$ cat config.mk
export PLATFORM = sky130hd
export DESIGN_NAME = bloom_bucket_ctrl
export DESIGN_NICKNAME = d
export VERILOG_FILES = /design/src/rtl/bloom_bucket_ctrl.sv
export SDC_FILE = /design/constraint.sdc
export NUM_CORES = 1
export LEC_CHECK = 0
export BUFFER_PORTS_ARGS = -buffer_cell sky130_fd_sc_hd__buf_2
export CAP_MARGIN = 5
export CORE_MARGIN = 3
export CORE_UTILIZATION = 56
export DETAILED_ROUTE_END_ITERATION = 7
export MAX_ROUTING_LAYER = met4
export PLACE_DENSITY = 0.82
export SYNTH_ARGS = -nofsm -noshare
export SYNTH_HDL_FRONTEND = slang
export SYNTH_SLANG_ARGS = --single-unit
$ cat constraint.sdc
create_clock -name clk -period 3.5 [get_ports clk]
set_input_delay 0.875 -clock clk [delete_from_list [all_inputs] [get_ports clk]]
set_output_delay 0.875 -clock clk [all_outputs]
set_load 0.005 [all_outputs]
$ cat src/rtl/bloom_bucket_ctrl.sv
// Bucket-rotation sequencer for the time-decaying bloom filter: sweeps the oldest bucket to zero
// through the shared write port, then promotes it to insert bucket. Optional BLOOM_CTRL_STATS_EN adds counters.
module bloom_bucket_ctrl #(
    parameter int unsigned NUM_BUCKETS  = 4,
    parameter int unsigned ADDR_WIDTH   = 10,
    parameter int unsigned STARVE_LIMIT = 8,
    localparam int unsigned BUCKET_BITS = (NUM_BUCKETS > 1) ? $clog2(NUM_BUCKETS) : 1
) (
    input  logic                   clk,
    input  logic                   reset,
    input  logic                   update,
    input  logic                   enable,
    input  logic                   dp_req,
    output logic                   dp_ack,
    output logic                   clr_wr,
    output logic [ADDR_WIDTH-1:0]  clr_addr,
    output logic [BUCKET_BITS-1:0] clr_bucket,
    output logic [BUCKET_BITS-1:0] cur_bucket,
    output logic                   busy,
    output logic                   overrun
`ifdef BLOOM_CTRL_STATS_EN
    ,
    output logic [31:0]            rotate_count,
    output logic [15:0]            overrun_count
`endif
);

    localparam int unsigned CNT_W = $clog2(STARVE_LIMIT + 1);
    localparam logic [ADDR_WIDTH-1:0]  LAST_ADDR   = '1;
    localparam logic [BUCKET_BITS-1:0] LAST_BUCKET = BUCKET_BITS'(NUM_BUCKETS - 1);
    localparam logic [CNT_W-1:0]       STARVE_MAX  = CNT_W'(STARVE_LIMIT);

    typedef enum logic [1:0] {
        S_IDLE   = 2'd0,
        S_SWEEP  = 2'd1,
        S_ROTATE = 2'd2
    } state_e;

    state_e                 state_q, state_d;
    logic [ADDR_WIDTH-1:0]  clr_addr_q, clr_addr_d;
    logic [BUCKET_BITS-1:0] clr_bucket_q, clr_bucket_d;
    logic [BUCKET_BITS-1:0] cur_bucket_q, cur_bucket_d;
    logic [CNT_W-1:0]       starve_q, starve_d;
    logic                   busy_q, overrun_q, overrun_d;

    // State and datapath registers
    always_ff @(posedge clk) begin
        if (reset) begin
            state_q      <= S_IDLE;
            clr_addr_q   <= '0;
            clr_bucket_q <= '0;
            cur_bucket_q <= '0;
            starve_q     <= '0;
            busy_q       <= 1'b0;
            overrun_q    <= 1'b0;
        end else begin
            state_q      <= state_d;
            clr_addr_q   <= clr_addr_d;
            clr_bucket_q <= clr_bucket_d;
            cur_bucket_q <= cur_bucket_d;
            starve_q     <= starve_d;
            busy_q       <= (state_d != S_IDLE);
            overrun_q    <= overrun_d;
        end
    end

    // Next-state and port arbitration; the datapath wins unless it has hogged STARVE_LIMIT grants
    always_comb begin
        state_d      = state_q;
        clr_addr_d   = clr_addr_q;
        clr_bucket_d = clr_bucket_q;
        cur_bucket_d = cur_bucket_q;
        starve_d     = starve_q;
        dp_ack       = 1'b0;
        clr_wr       = 1'b0;
        overrun_d    = update && (state_q != S_IDLE);

        case (state_q)
            S_IDLE: begin
                dp_ack = dp_req;
                if (update && enable) begin
                    clr_bucket_d = (cur_bucket_q == LAST_BUCKET) ? '0
                                                                 : cur_bucket_q + BUCKET_BITS'(1);
                    clr_addr_d   = '0;
                    starve_d     = '0;
                    state_d      = S_SWEEP;
                end
            end
            S_SWEEP: begin
                if (!enable) begin
                    dp_ack = dp_req;
                end else if (dp_req && (starve_q < STARVE_MAX)) begin
                    dp_ack   = 1'b1;
                    starve_d = starve_q + CNT_W'(1);
                end else begin
                    clr_wr     = 1'b1;
                    starve_d   = '0;
                    clr_addr_d = clr_addr_q + ADDR_WIDTH'(1);
                    if (clr_addr_q == LAST_ADDR) begin
                        state_d = S_ROTATE;
                    end
                end
            end
            S_ROTATE: begin
                dp_ack       = dp_req;
                cur_bucket_d = clr_bucket_q;
                state_d      = S_IDLE;
            end
            default: begin
                state_d = S_IDLE;
            end
        endcase
    end

    assign clr_addr   = clr_addr_q;
    assign clr_bucket = clr_bucket_q;
    assign cur_bucket = cur_bucket_q;
    assign busy       = busy_q;
    assign overrun    = overrun_q;

`ifdef BLOOM_CTRL_STATS_EN
    logic [31:0] rotate_cnt_q;
    logic [15:0] overrun_cnt_q;

    // Rotation count wraps; overrun count sticks at all-ones
    always_ff @(posedge clk) begin
        if (reset) begin
            rotate_cnt_q  <= '0;
            overrun_cnt_q <= '0;
        end else begin
            if (state_q == S_ROTATE) begin
                rotate_cnt_q <= rotate_cnt_q + 32'd1;
            end
            if (overrun_d && (overrun_cnt_q != 16'hFFFF)) begin
                overrun_cnt_q <= overrun_cnt_q + 16'd1;
            end
        end
    end

    assign rotate_count  = rotate_cnt_q;
    assign overrun_count = overrun_cnt_q;
`endif

endmodule

; Yosys cells after proc, flatten, opt, wreduce, memory -nomap -nowiden
; Index checks and enable logic that the tools add are counted.
[word_totals]
wordCells = 49
reg_bits = 22
[op_classes]
muxes = 20
n_lt_le_gt_ge = 1
addsub = 3
reduce_logical = 11
eq_ne = 7
[op_table]
columns = cell, n
row1 = 10-bit 2-to-1 mux, 3
row2 = 10-bit case mux with 2 select lines, 1
row3 = 4-bit 2-to-1 mux, 3
row4 = "10-bit by 1-bit adder with 10-bit output, second input constant", 1
row5 = "10-bit == test, second input constant", 1
row6 = 2-bit 2-to-1 mux, 5
row7 = 4-bit case mux with 2 select lines, 1
row8 = "2-bit != test, second input constant", 3
row9 = 2-bit nonzero test, 3
row10 = 1-bit 2-to-1 mux, 5
row11 = "4-bit by 1-bit adder with 4-bit output, second input constant", 1
row12 = "2-bit == test, second input constant", 2
row13 = "4-bit < comparator, second input constant", 1
row14 = 2-bit case mux with 2 select lines, 1
row15 = 4-bit AND reduction, 1
row16 = 1-bit logical AND, 3
row17 = 3-bit AND reduction, 1
row18 = "2-bit by 1-bit adder with 2-bit output, second input constant", 1
row19 = "2-bit by 1-bit == test with 1-bit output, second input constant", 1
row20 = 2-bit zero test, 1
row21 = 1-bit case mux with 2 select lines, 1
row22 = 2-bit AND reduction, 1
row23 = 2-bit OR reduction, 1

; Depth between registers and ports, before layout
; Gate-level depths: netlist of the first run.
[depth]
ltp_word = 6
ltp_mapped = 6
mapped_depth_nobuf = 4

; Worst setup path after synthesis of the first run
; OpenSTA, ideal clock, no wires.
[synth_timing]
path_kind = input port to output port
start = input port enable
end = output port clr_wr
required_time_ps = 2625
arrival_time_ps = 1263
path_slack_ps = 1362
stages = 2
cell_sequence = or2b_1 nor2_1
[synth_via]
elab_chain_cells = 2
[synth_lines]
columns = element, line_no
row1 = from (decl), 12  ; input logic enable,
row2 = 1-bit 2-to-1 mux, 90  ; if (!enable) begin
row3 = 1-bit 2-to-1 mux, 78  ; case (state_q)
row4 = to (decl), 15  ; output logic clr_wr,
; Every way passes these cells.

; Final worst setup path of the first run
[layout_timing]
start = input port dp_req
end = output port clr_wr
[layout_via]
elab_chain_cells = 4
[layout_lines]
columns = element, line_no
row1 = from (decl), 13  ; input logic dp_req,
row2 = 1-bit logical AND, 92  ; end else if (dp_req && (starve_q < STARVE_MAX)) begin
row3 = 1-bit 2-to-1 mux, 92
row4 = 1-bit 2-to-1 mux, 90
row5 = 1-bit 2-to-1 mux, 78
; Every way passes these cells.

==> results of run 1 <==
## where the power goes
| group | internal, µW | switching [µW] | total (µW) |
|---|---|---|---|
| logic | 13.2 | 19.3 | 32.5 |
| clock network | 116 | 79.6 | 195 |
| registers | 254 | 4.25 | 258 |
| total | 383 | 103 | 486 |
## path summary, 6_finish.rpt
check	from	end	slack [ns]	cells after the start
worst max-delay path	dp_req	clr_wr	1.01	5
worst min-delay path	clr_addr[4]	clr_addr[4]	0.51	2
worst max register to register	state_q[0]	clr_addr[6]	1.77	4
worst min register to register	clr_addr[4]	clr_addr[4]	0.51	2
## layer usage
layer | track usage (%) | vias to the layer above | wire (µm)
met1 | 24.5 | 430 | 1050
met2 | 32.8 | 36 | 1040
met4 | 7.37 | 0 | 52
met5 | - | - | 0
met3 | 3.98 | 6 | 124
li1 | - | 464 | -
## stage by stage
| stage | setup WS (ns) | total power [µW] | instance area, µm² | utilization [%] |
|---|---|---|---|---|
| 4_1_cts | 1.02 | 488 | 1210 | 69.4 |
| 2_1_floorplan | 1.36 | 287 | 1050 | - |
| 6_report | 1.01 | 486 | 1210 | 69.4 |
| 5_1_grt | 0.955 | 502 | 1210 | 69.4 |
| 3_3_place_gp | 1.08 | 294 | 1160 | 66.4 |
| 3_5_place_dp | 1.06 | 296 | 1160 | 66.4 |
## layout make-up
cell class                      count  area (µm²)  area share, %
Tap cell                           25        31.3           2.58
Timing Repair Buffer               22         110           9.09
Multi-Input combinational cell     88         573           47.3
Clock inverter                      1        30.0           2.48
Inverter                            1        3.75          0.310
Clock buffer                        3        22.5           1.86
Sequential cell                    22         440           36.4
## cells by family after synthesis
family,share of synthesized area [%]
AO/OA/AOI/OAI,12.7
XOR/XNOR,1.66
adder cells (fa/ha/maj),3.56
buffers and inverters,3.91
flip-flops,41.8
multiplexers,4.75
AND/OR/NAND/NOR,31.7
## worst max-delay path: cells and delay by family
family	cells	cell delay, ns
compound gates	1	0.35
buf+inv	3	0.30
simple gates	1	0.09
## layout by cell type, fill, tap and decap left out, drive strengths merged, types with 2 or more instances in the layout
cell	n
mux2i	5
or2	2
and3	2
nor4	2
nor3	2
a21oi	10
nor2	15
nand3b	2
or4	3
nand2	9
o21ai	6
buf	22
o31ai	3
or3	4
ha	3
dfxtp	22
nand4	4
clkbuf	3
## state kept, by name, indices dropped and copies added, names as in the netlist
register    flops
clr_addr       10
starve_q        4
clr_bucket      2
cur_bucket      2
state_q         2
busy            1
overrun         1
==> flow_metrics.tcl, run 1 <==
set metrics [dict create \
    grt-ovfl-total 0 \
    clkLatencyLatePin_ns 0.31 \
    crit_chain "buf_2 > inv_1 > o21ai_0 > nor2_1 > buf_2" \
    die_w_um 49.4 \
    slew_violations 0 \
    synth.distinct_cells 37 \
    num_vias 936 \
    wl_per_cell_um 14.0 \
    synth.most_common_cell "dfxtp_1" \
    clkSlewWorstSetupHoldPaths_ns 0.12 \
    irDropWorstVdd_mv 0.300 \
    grt_max_degree 16 \
    endpoint_kind "output port" \
    h-tree-depth 1 \
    cts_setup_buffers 0 \
    ys_seq_area_share_pct 41.8 \
    slew_headroom_pct 71.8 \
    drtPass1Iterations 5 \
    synth.net_count 123 \
    clk_path_buf_depth 2 \
    syn_avg_cell_area_um2 9.17 \
    critPathSlowestCell "o21ai_0" \
    grt_use_total_pct 20.1 \
    grt_setup_unrepaired "no" \
    period_needed_ns 2.49 \
    fin_crit_sh_pct 71.1 \
    cts-hold-fix-buffers 0 \
    synth-seq-cells 22 \
    synth_top_area_share_pct 41.8 \
    wl_um 2270 \
    die_area_um2 2440 \
    cts_inserted_buffers 3 \
    start_util_pct 60.4 \
    crit_top_cell "buf_2" \
    synth_warnings 0 \
    stdcell_count 162 \
    yosysTopAreaCell "dfxtp_1" \
    crit_fanout 3 \
    drc 0 \
    antenna_cells 0 \
    timing.hold.ws_ns 0.510 \
    synth_area_leaders "dfxtp_1, nor2_1, a21oi_1" \
    synth_edf_count 0 \
    synthArstFlopShare_pct 0 \
    cts_resized 0 \
    cp.arrival_ns 1.62 \
    grt_pass1_vias 835 \
    syn-cell-area_um2 1050 \
    rows 15 \
    finalSetupTns_ns 0 \
    timing_worst_setup_path_type "in2out" \
    portBuffers 22 \
    layout-drive-gt1-share_pct 21.9 \
    setup_viol 0 \
    placed_cells 158 \
    synthTopCellsByCount "dfxtp_1, nor2_1, a21oi_1" \
    holdCritPathClass "reg2reg" \
    cts_tree "yes" \
    hpwl_um 1600 \
    core_um2 1750 \
    startpoint_type "input port" \
    max_freq_mhz 402 \
    root_buffer "clkbuf_4" \
    cap_violations 0 \
    die_h_um 49.4 \
    drt_iter0_markers 16 \
    status "finished clean" \
    cts_sinks 22 \
    tightest_slew_ns 0.419 \
    cp_slowest_stage_delay_ns 0.35 \
    final.setup_skew_ns 0.00286 \
    powerDensity_nw_per_um2 401 \
    synth_cells 115 \
    viasPerCell 5.78 \
    n_fill_cell 138 \
    ios 23 \
    cp.required_ns 2.62 \
    synth_flop_cell "dfxtp_1" \
    gp_congestion 0.785 \
    antenna_found_initial 0 \
    fin_nets 146 \
    hold_viol 0 \
    grt_pass1_wl_um 3750 \
    p_leak_uw 0.000503 \
    area_delta_synth_final_pct 14.8 \
    ant_nets 0 \
]
Note: power is estimated with default switching activity, not from simulation.
==> run 2, diff against run 1 <==
- CORE_UTILIZATION: 56 -> 52
- PLACE_DENSITY: 0.82 -> 0.77
- clock period: 3.5 -> 2.4 ns (I/O delays scaled with it)
==> run 2 against run 1 <==
  * Critical endpoint unchanged
  * Worst hold slack got worse by 0.0056 ns
  * Power is 20% higher
  * Critical path type is now reg2out
  * Register-to-register slack got worse by 1.1 ns
  * Routed wire length decreased by 7.9%
  * Die area grew 6.7%
  * Global-route usage fell by 1.2 points
  * Clock skew about the same
  * Combinational power up 42%
  * Non-clock buffer count stayed put
==> flow_metrics.tcl, run 2 (synthesis results as in run 1) <==
set metrics [dict create \
    powerDensity_nw_per_um2 493 \
    slew_violations 0 \
    ant_nets 0 \
    cap_violations 0 \
    clk_path_buf_depth 2 \
    antenna_cells 0 \
    cts_tree "yes" \
    cts_resized 0 \
    fin_crit_sh_pct 83.6 \
    viasPerCell 5.59 \
    total_power_uw 582 \
    n_fill_cell 167 \
    start_util_pct 57.9 \
    portBuffers 22 \
    period_needed_ns 2.01 \
    wl_um 2090 \
    grt-ovfl-total 0 \
    ios 23 \
    seqCellArea_um2 440 \
    status "finished clean" \
    cp.arrival_ns 1.41 \
    area_delta_synth_final_pct 12.0 \
    startpoint_type "register" \
    crit_fanout 11 \
    root_buffer "clkbuf_4" \
    fin_ws_ns 0.394 \
    gp_congestion 0.780 \
    sw_frac_of_total_pct 23.1 \
    setup_viol 0 \
    die_area_um2 2600 \
    cts-hold-fix-buffers 0 \
    h-tree-depth 1 \
    largest_reg_flops 10 \
    cts_inserted_buffers 3 \
    grt_pass1_vias 855 \
    holdCritPathClass "reg2reg" \
    tightest_slew_ns 0.388 \
    core_um2 1820 \
    final.setup_skew_ns 0.00327 \
    timing.hold.ws_ns 0.504 \
    endpoint_kind "output port" \
    p_leak_uw 0.000489 \
    final_util_pct 64.9 \
    finalSetupTns_ns 0 \
    grt_pass1_wl_um 3660 \
    timing_worst_setup_path_type "reg2out" \
    fin_nets 146 \
    power.internal_uw 448 \
    cts_sinks 22 \
    cp.required_ns 1.80 \
    drc 0 \
    drt_iter0_markers 20 \
    layout-drive-gt1-share_pct 21.3 \
    hold_viol 0 \
    pre_cts_slack_ns 0.490 \
    max_freq_mhz 499 \
    multi_input_area_um2 573 \
    antenna_found_initial 0 \
    rows 15 \
    die_h_um 51.0 \
    drtPass1Iterations 4 \
    clkSlewWorstSetupHoldPaths_ns 0.11 \
    cts_setup_buffers 0 \
    grt_setup_unrepaired "no" \
    die_w_um 51.0 \
    grt_max_degree 16 \
    grt_use_total_pct 18.9 \
    final_cell_mix "dfxtp_1, buf_2, nor2_1" \
    p_sw_uw 134 \
    clkLatencyLatePin_ns 0.30 \
    slew_headroom_pct 73.9 \
    comb_power_share_pct 8.0 \
    num_vias 900 \
    wl_per_cell_um 13.0 \
    hpwl_um 1560 \
    seqPwrFrac_pct 64.6 \
    irDropWorstVdd_mv 0.388 \
    power_frac_clock_pct 27.5 \
]
==> run 2: area by class of cell <==
| class | count | area share [%] |
|---|---|---|
| well taps | 25 | 2.65 |
| multi-input cells | 88 | 48.5 |
| flip-flops and latches | 22 | 37.3 |
| inverters | 1 | 0.318 |
| clock buffers | 3 | 1.91 |
| repair buffers | 22 | 9.32 |
==> run 2: metal layers <==
layer / vias to the layer above / global-route usage (%) / part of all wire (%)
met2: 18 / 32.2 / 48
li1: 461 / - / -
met1: 419 / 21.6 / 46
met5: - / - / 0
met4: 0 / 4.04 / 0.67
met3: 2 / 6.12 / 4.5
==> run 2: worst max-delay path, cell delays in order (launching register included) <==
cell and delay, ns:
dfxtp_1 0.58, o21ai_0 0.27, nor2_1 0.13, buf_2 0.12
==> run 2: final timing paths <==
kind	start	end	slack [ns]	cells after the start
worst max-delay path	state_q[0]	clr_wr	0.39	3
worst min-delay path	starve_q[2]	starve_q[2]	0.50	2
worst max register to register	state_q[0]	clr_addr[1]	0.71	4
worst min register to register	starve_q[2]	starve_q[2]	0.50	2
==> run 2: stage by stage <==
step                      cell area (µm²)  std cells
final                                1180        161
after floorplan                      1050        115
after global routing                 1180        161
after global placement               1160        158
after CTS                            1180        161
after detailed placement             1160        158
==> run 2: power groups by stage <==
| stage | Clock (µW) | Sequential (µW) | Combinational (µW) |
|---|---|---|---|
| 2_1_floorplan | 0 | 382 | 36.0 |
| 3_3_place_gp | 0 | 384 | 45.3 |
| 3_5_place_dp | 0 | 384 | 46.1 |
| 4_1_cts | 165 | 376 | 46.3 |
| 5_1_grt | 175 | 377 | 50.8 |
| 6_report | 160 | 376 | 46.3 |
